## src/rtl/fp_multiplier_pipe.sv

```systemverilog
// Three-stage IEEE-754 multiplier (unpack/classify, multiply, normalise/round/pack).
// Valid/ready handshake per stage; round-to-nearest-even, subnormals flushed to zero.
module fp_multiplier_pipe #(
    parameter int unsigned N       = 32,
    parameter int unsigned OUT_REG = 1
) (
    input  logic         clk,
    input  logic         rst_n,
    input  logic         in_valid,
    output logic         in_ready,
    input  logic [N-1:0] A,
    input  logic [N-1:0] B,
    output logic         out_valid,
    input  logic         out_ready,
    output logic [N-1:0] Result,
    output logic [3:0]   flags
);
    localparam int unsigned E = (N == 64) ? 11 : 8;
    localparam int unsigned M = (N == 64) ? 52 : 23;
    localparam logic [E+1:0]        BIAS     = (E+2)'((1 << (E - 1)) - 1);
    localparam logic signed [E+1:0] EXP_MAX  = (E+2)'((1 << E) - 1);
    localparam logic signed [E+1:0] EXP_ZERO = '0;

    logic          rdy_q;
    logic          v1_q, v1_d, v2_q, v2_d;
    logic          adv1, adv2, accept;

    logic          s1_sign_q, s1_sign_d;
    logic [E-1:0]  s1_ea_q, s1_ea_d, s1_eb_q, s1_eb_d;
    logic [M:0]    s1_ma_q, s1_ma_d, s1_mb_q, s1_mb_d;
    logic [3:0]    s1_cls_q, s1_cls_d;  // {nan, inf, zero, invalid}

    logic                  s2_sign_q, s2_sign_d;
    logic signed [E+1:0]   s2_exp_q, s2_exp_d;
    logic [2*M+1:0]        s2_prod_q, s2_prod_d;
    logic [3:0]            s2_cls_q, s2_cls_d;

    logic          sa, sb;
    logic [E-1:0]  ea, eb;
    logic [M-1:0]  ma, mb;
    logic          a_zero, b_zero, a_inf, b_inf, a_nan, b_nan;
    logic          nan_c, inf_c, zero_c, inv_c;

    logic [2*M+1:0]      prod;
    logic [E+1:0]        exp_sum;

    logic                norm, guard, sticky, round_up;
    logic [2*M:0]        prod_n;
    logic [M-1:0]        mant;
    logic [M:0]          mant_r;
    logic signed [E+1:0] exp_r;
    logic [N-1:0]        res_c;
    logic [3:0]          flg_c;

    always_comb begin
        {sa, ea, ma} = A;
        {sb, eb, mb} = B;
        a_zero = (ea == '0);
        b_zero = (eb == '0);
        a_inf  = (ea == '1) && (ma == '0);
        b_inf  = (eb == '1) && (mb == '0);
        a_nan  = (ea == '1) && (ma != '0);
        b_nan  = (eb == '1) && (mb != '0);
        nan_c  = a_nan | b_nan | (a_zero & b_inf) | (a_inf & b_zero);
        inf_c  = (a_inf | b_inf) & ~nan_c;
        zero_c = (a_zero | b_zero) & ~nan_c & ~inf_c;
        inv_c  = (a_zero & b_inf) | (a_inf & b_zero) | (a_nan & ~ma[M-1]) | (b_nan & ~mb[M-1]);
    end

    assign prod    = {{(M+1){1'b0}}, s1_ma_q} * {{(M+1){1'b0}}, s1_mb_q};
    assign exp_sum = {2'b00, s1_ea_q} + {2'b00, s1_eb_q} - BIAS;

    // Handshake: a stage loads when the next one is empty or draining this cycle.
    always_comb begin
        adv1     = v1_q & (~v2_q | adv2);
        in_ready = rdy_q & (~v1_q | adv1);
        accept   = in_valid & in_ready;
        v1_d     = accept | (v1_q & ~adv1);
        v2_d     = adv1 | (v2_q & ~adv2);

        s1_sign_d = s1_sign_q;
        s1_ea_d   = s1_ea_q;
        s1_eb_d   = s1_eb_q;
        s1_ma_d   = s1_ma_q;
        s1_mb_d   = s1_mb_q;
        s1_cls_d  = s1_cls_q;
        if (accept) begin
            s1_sign_d = sa ^ sb;
            s1_ea_d   = ea;
            s1_eb_d   = eb;
            s1_ma_d   = {1'b1, ma};
            s1_mb_d   = {1'b1, mb};
            s1_cls_d  = {nan_c, inf_c, zero_c, inv_c};
        end

        s2_sign_d = s2_sign_q;
        s2_exp_d  = s2_exp_q;
        s2_prod_d = s2_prod_q;
        s2_cls_d  = s2_cls_q;
        if (adv1) begin
            s2_sign_d = s1_sign_q;
            s2_exp_d  = exp_sum;
            s2_prod_d = prod;
            s2_cls_d  = s1_cls_q;
        end
    end

    always_comb begin
        norm     = s2_prod_q[2*M+1];
        prod_n   = norm ? s2_prod_q[2*M:0] : {s2_prod_q[2*M-1:0], 1'b0};
        mant     = prod_n[2*M:M+1];
        guard    = prod_n[M];
        sticky   = |prod_n[M-1:0];
        round_up = guard & (sticky | mant[0]);
        mant_r   = {1'b0, mant} + {{M{1'b0}}, round_up};
        // A rounding carry leaves mant_r[M-1:0] at zero and bumps the exponent.
        exp_r    = s2_exp_q + {{(E+1){1'b0}}, norm} + {{(E+1){1'b0}}, mant_r[M]};
        res_c    = {s2_sign_q, exp_r[E-1:0], mant_r[M-1:0]};
        flg_c    = {3'b000, guard | sticky};
        if (exp_r >= EXP_MAX) begin
            res_c = {s2_sign_q, {E{1'b1}}, {M{1'b0}}};
            flg_c = 4'b0101;
        end else if (exp_r <= EXP_ZERO) begin
            res_c = {s2_sign_q, {(N-1){1'b0}}};
            flg_c = 4'b0011;
        end
        if (s2_cls_q[3]) begin
            res_c = {1'b0, {(N-1){1'b1}}};
            flg_c = {s2_cls_q[0], 3'b000};
        end else if (s2_cls_q[2]) begin
            res_c = {s2_sign_q, {E{1'b1}}, {M{1'b0}}};
            flg_c = 4'b0000;
        end else if (s2_cls_q[1]) begin
            res_c = {s2_sign_q, {(N-1){1'b0}}};
            flg_c = 4'b0000;
        end
    end

    always_ff @(posedge clk or negedge rst_n) begin
        if (!rst_n) begin
            rdy_q     <= 1'b0;
            v1_q      <= 1'b0;
            v2_q      <= 1'b0;
            s1_sign_q <= 1'b0;
            s1_ea_q   <= '0;
            s1_eb_q   <= '0;
            s1_ma_q   <= '0;
            s1_mb_q   <= '0;
            s1_cls_q  <= '0;
            s2_sign_q <= 1'b0;
            s2_exp_q  <= '0;
            s2_prod_q <= '0;
            s2_cls_q  <= '0;
        end else begin
            rdy_q     <= 1'b1;  // ready comes up one edge after reset release
            v1_q      <= v1_d;
            v2_q      <= v2_d;
            s1_sign_q <= s1_sign_d;
            s1_ea_q   <= s1_ea_d;
            s1_eb_q   <= s1_eb_d;
            s1_ma_q   <= s1_ma_d;
            s1_mb_q   <= s1_mb_d;
            s1_cls_q  <= s1_cls_d;
            s2_sign_q <= s2_sign_d;
            s2_exp_q  <= s2_exp_d;
            s2_prod_q <= s2_prod_d;
            s2_cls_q  <= s2_cls_d;
        end
    end

    if (OUT_REG != 0) begin : g_out_reg
        logic         v3_q, v3_d;
        logic [N-1:0] res_q, res_d;
        logic [3:0]   flg_q, flg_d;

        assign adv2 = v2_q & (~v3_q | out_ready);

        always_comb begin
            v3_d  = adv2 | (v3_q & ~out_ready);
            res_d = adv2 ? res_c : res_q;
            flg_d = adv2 ? flg_c : flg_q;
        end

        always_ff @(posedge clk or negedge rst_n) begin
            if (!rst_n) begin
                v3_q  <= 1'b0;
                res_q <= '0;
                flg_q <= '0;
            end else begin
                v3_q  <= v3_d;
                res_q <= res_d;
                flg_q <= flg_d;
            end
        end

        assign out_valid = v3_q;
        assign Result    = res_q;
        assign flags     = flg_q;
    end else begin : g_out_comb
        assign adv2      = v2_q & out_ready;
        assign out_valid = v2_q;
        assign Result    = v2_q ? res_c : '0;
        assign flags     = v2_q ? flg_c : '0;
    end

endmodule

```

## config.mk

```make
export PLATFORM = sky130hd
export DESIGN_NAME = fp_multiplier_pipe
export DESIGN_NICKNAME = d
export VERILOG_FILES = /design/src/rtl/fp_multiplier_pipe.sv
export SDC_FILE = /design/constraint.sdc
export NUM_CORES = 2
export LEC_CHECK = 0
export ABC_AREA = 1
export CAP_MARGIN = 10
export CORE_ASPECT_RATIO = 2
export CORE_MARGIN = 1.5
export CORE_UTILIZATION = 40
export DETAILED_ROUTE_END_ITERATION = 10
export MAX_ROUTING_LAYER = met4
export SYNTH_ARGS = -nofsm -noshare
export SYNTH_HDL_FRONTEND = slang
export SYNTH_SLANG_ARGS = --single-unit
```

## constraint.sdc

```tcl
create_clock -name clk -period 10.8 [get_ports clk]
set_clock_uncertainty 0.2 [all_clocks]
set_input_delay 2.16 -clock clk [delete_from_list [all_inputs] [get_ports clk]]
set_output_delay 2.16 -clock clk [all_outputs]
set_load 0.01 [all_outputs]
```

## Word level (Yosys, flattened, before mapping)

Cells that the tools add are included.

- Register bits: 172
- Output and inout port bits: 38
- Word-level logic and storage cells: 90
- Bits of input ports: 68

- Muxes and demuxes: 11
- Bitwise gates (word level): 42
- Magnitude comparators: 2
- Add/subtract/negate cells: 5
- $mul: 1
- Reduce and logical (&&, ||, !) cells: 11
- Eq/ne operators: 2

Operator list:

| kind | count |
|---|---|
| $mux 31 | 4 |
| $mul 24x24->48 | 1 |
| $mux 47 | 1 |
| $logic_not 23->1 | 2 |
| $reduce_bool 23->1 | 2 |
| $mux 32 | 1 |
| $add 23x1->24 | 1 |
| $reduce_or 23->1 | 1 |
| $add 10x1->10 | 2 |
| $eq 8x8->1 const B | 2 |
| $logic_not 8->1 | 2 |
| $mux 4 | 4 |
| $or 1x1->1 | 16 |
| $and 1x1->1 | 15 |
| $ge 10x9->1 const B | 1 |
| $le 10x1->1 const B | 1 |
| $not 1->1 | 10 |
| $sub 9x7->10 const B | 1 |
| $add 8x8->9 | 1 |
| $logic_and 1x1->1 | 4 |
| $mux 2 | 1 |
| $xor 1x1->1 | 1 |

## Logic depth before layout (Yosys ltp)

- Word-level depth: 12
- Mapped depth: 29
- Mapped depth without buffers: 27

## Worst setup path before layout

No wires, ideal clock.

- Kind: register -> register
- Start point: register s1_mb_q[3]
- End point: register s2_prod_q[21]
- Path buffers: 2
- Data required time: 10482 ps
- Path slack: 4524 ps
- Clock period less this slack: 6276 ps
- Data arrival time: 5958 ps
- Setup time: 118 ps
- Cell stages (with the launch flop): 27
- Path through: dfrtp_1 > clkbuf_1 > clkbuf_1 > nand2_1 > fa_1 > inv_1 > fa_1 > inv_1 > fa_1 > inv_1 > fa_1 > inv_1 > fa_1 > inv_1 > fa_1 > inv_1 > fa_1 > inv_1 > ha_1 > nand2_1 > nor2_1 > nand2_1 > nor2_1 > a21oi_1 > or2_2 > nand3_1 > nand2_1

- Longest elaborated chain between the ends: 1

Ends and longest elaborated chain:

| element | RTL line | source |
|---|---|---|
| from (decl) | 30 | `logic [M:0] s1_ma_q, s1_ma_d, s1_mb_q, s1_mb_d;` |
| from (signal assigned) | 162 | `s1_mb_q <= s1_mb_d;` |
| $mul 24x24->48 | 70 | `assign prod = {{(M+1){1'b0}}, s1_ma_q} * {{(M+1){1'b0}}, s1_mb_q};` |
| to (signal assigned) | 166 | `s2_prod_q <= s2_prod_d;` |
| to (decl) | 35 | `logic [2*M+1:0] s2_prod_q, s2_prod_d;` |

Every way passes these cells.
A chain may end at the register's enable or synchronous reset.

## Worst setup path after layout

- Start point: register s1_mb_q[1]
- End point: register s2_prod_q[38]

Same word-level chain as after synthesis.

==> impl_results.md <==
- Cts repair resizes: 0
- Row count: 139
- Worst Hold Launch: s1_cls_q[2]$_DFFE_PN0P_
- Skew-Pair Late Insertion Delay: 0.50 ns
- GR peak layer: met2
- Gate count of the mapped netlist: 3886
- Buffer levels on the longest clock path: 2
- Highest-delay cell along the critical path: dfrtp_1
- Worst min-delay path category: reg -> reg
- Floorplan die area: 74300 µm²
- Number of nets in the layout: 4622
- Number of global-route vias before repair: 25500
- Largest net degree at the start of global routing: 82
- Violations in the final reports: DRC
- Post-route DRC: 12
- Type of element capturing the critical path: register
- Clock Pin Slew Worst Setup and Hold Paths: 0.08 ns
- Final antenna-violating net count: 0
- Height of the die: 384 µm
- Final cell area excluding filler cells: 31500 µm²
- Hold buffer count at cts: 0
- Clock Tree Root: clkbuf_16
- Final setup TNS: 0 ns
- Chip width: 194 µm
- Count of buffers from port buffering: 105
- GRT met1 Usage: 25.0%
- Number of distinct standard cells referenced by the synthesized netlist: 52
- First-pass GRT wire length: 139000 µm
- Avg Vias per Cell: 4.95
- Final cycle utilization of the critical path: 66.3%
- Count of flip-flops with a built-in enable after synthesis: 0
- Max stage delay on crit path: 0.98 ns
- Final hold viol count: 0
- Congestion Overflow GR: 0
- Routed wire length: 87800 µm
- Top-area cell type share of the netlist area: 33.4%
- Core Region: 71800 µm²
- Final slew viol count: 0
- Result of the run: finished with violations
- Count of buffer and inverter cells on the critical path: 7
- Max-capacitance violation count: 0
- #FFs+latches synth: 171
- Final setup violation count: 0
- Final critical delay including setup and external delays: 7.16 ns
- Routed length per placed instance: 18.3 µm
- Count of synthesis-stage warnings from yosys: 0
- CTS sink count: 171
- Weighted congestion at the end of routability-driven global placement: 1.04
- Leading cell types in the layout, fill and taps excluded: nand2_1, inv_1, fa_1
- Mapped Avg Cell Area: 7.47 µm²
- Summed instance area of the synthesized netlist: 29000 µm²
- Count of TritonRoute iterations in the first routing pass: 10
- Ant diodes: 0
- Cell type with the highest aggregate area in the netlist: fa_1
- CTS H-tree lvls: 4
- Largest delay contributor family on the critical path: adder cells
- Most used DFF post-synth: dfrtp_1
- Required arrival time at the worst endpoint: 10.97 ns
- Area growth from synthesis to final layout: 8.59%
- Kind of start point of the critical path: register
- TritonCTS Buffers: 17
- Arrival time at the worst endpoint: 7.33 ns
- Final HPWL DP: 71800 µm
- Number of DRC violations after detailed-routing iteration 0: 1460
- Peak Freq: 140 MHz
- Launching point of the worst reg2reg path: s1_mb_q[1]$_DFFE_PN0P_
- Setup repair after global routing missed its margin: no
- Most common library cell in the layout ignoring fill and taps: nand2_1
- Relative slew margins: 22.5%
- Clock tree from TritonCTS: done
- Crit path launch: s1_mb_q[1]$_DFFE_PN0P_
- Met2 Usage GRT: 48.1%
- Area contributors post-synth: fa_1, dfrtp_1, nand2_1, inv_1, ha_1
- Register area share after synthesis: 14.7%
- Async set-or-reset flop fraction in the synthesized netlist: 100%
- Via count of the routed design: 23800
- Slew @ Worst Pin: 1.15 ns
- Fraction of layout cells with a size suffix above 1: 4.37%
- Max FO, Critical Path: 25
- Number of nets produced by synthesis: 4630
- Number of I/O pins: 106
- Classification of the worst setup path: reg -> reg
- Global routing usage summed across all routing layers: 25.3%
- Number of setup buffers added after CTS: 0
- Antenna violations before repair: 1
- Instance area after placement: 30900 µm²
- Met3 track demand over resource in global routing: 2.32%
- Initial core utilization: 40.4%
## metal layers
layer  share of wire [%]  vias up
met5                   0        -
met2                  55      674
met1                  36    11700
met4                 5.8        0
met3                 3.7      241
li1                    -    11200
## path summary, 6_finish.rpt
kind,slack (ns),end,cells after the start
setup / recovery,3.64,s2_prod_q[38]$_DFFE_PN0P_,25
hold / removal,0.27,s2_cls_q[2]$_DFFE_PN0P_,2
setup reg to reg,3.64,s2_prod_q[38]$_DFFE_PN0P_,25
hold reg to reg,0.27,s2_cls_q[2]$_DFFE_PN0P_,2
max in group asynchronous,7.10,s2_prod_q[2]$_DFFE_PN0P_,3
min in group asynchronous,1.44,s1_ma_q[17]$_DFFE_PN0P_,1
## synthesized netlist by cell type, types with 3 or more instances
cell type,n
clkbuf_1,166
o21a_1,6
a31oi_1,5
inv_2,4
nor4_1,6
o21ai_1,8
nand3_2,11
nand3_1,111
nor2_4,6
or2_2,13
buf_6,3
nand2_1,1092
o211ai_1,3
nand2_2,12
nor2_1,176
dfrtp_1,171
xor2_1,7
fa_1,484
o21ai_2,5
o21ai_0,146
xnor2_1,19
ha_1,192
and2_1,3
nand2_4,3
a21oi_2,9
nand3b_1,13
o22ai_1,3
buf_1,7
inv_1,1033
nor2_2,12
nor3_1,8
a21oi_1,82
clkinv_1,4
nand4_1,39
buf_2,4
## registers in the layout, indices dropped and copies added, names as in the netlist, 8 cells and up
name and flops:
s1_eb_q 8, s1_ea_q 8, s2_prod_q 48, s1_ma_q 24, Result 32, s2_exp_q 10, s1_mb_q 23
## metrics by stage
step	utilization, %	worst slack [ns]	hold slack (ns)	instances
after floorplan	-	4.52	0.242	3886
after global placement	43.0	3.66	0.253	4775
after detailed placement	43.0	3.62	0.251	4775
after CTS	43.9	3.60	0.260	4807
after global routing	43.9	3.26	0.306	4807
final	43.9	3.64	0.265	4807
## final cells by class
cell class | count | area [µm²]
Clock buffer | 17 | 425
Inverter | 1041 | 3910
Timing Repair Buffer | 157 | 1450
Sequential cell | 171 | 4280
Tap cell | 916 | 1150
Multi-Input combinational cell | 2490 | 20100
Clock inverter | 15 | 218
Fill cell | 7367 | 40300
## worst reg2reg max path: stages (launching register included)
cell and delay, ns:
dfrtp_1 0.98, nand2_1 0.12, inv_1 0.10, fa_1 0.45
fa_1 0.55, inv_1 0.06, fa_1 0.53, inv_1 0.05
fa_1 0.50, inv_1 0.05, fa_1 0.53, inv_1 0.05
fa_1 0.47, inv_1 0.05, fa_1 0.47, inv_1 0.04
ha_1 0.37, nand2_1 0.12, nor2_1 0.35, nand2_1 0.20
nor2_1 0.18, nand3_1 0.21, nand3_1 0.16, nand2_1 0.06
nand3_1 0.08, o21ai_0 0.09
## kinds of logic (layout without fill, tap and decap cells)
| kind of cell | after synthesis | after routing | share of synthesized area, % |
|---|---|---|---|
| xor gates and xnor gates | 27 | 27 | 0.840 |
| buffers and inverters | 1225 | 1230 | 16.0 |
| adders and majority gates | 676 | 676 | 41.6 |
| other | 1 | 1 | 0.0129 |
| DFF | 171 | 171 | 14.7 |
| and+or+nand+nor | 1511 | 1511 | 21.6 |
| AOI/OAI and AO/OA | 275 | 275 | 5.14 |
Power is not shown: default switching activity piles up to over one toggle a cycle in this logic, so the estimate is an artifact.
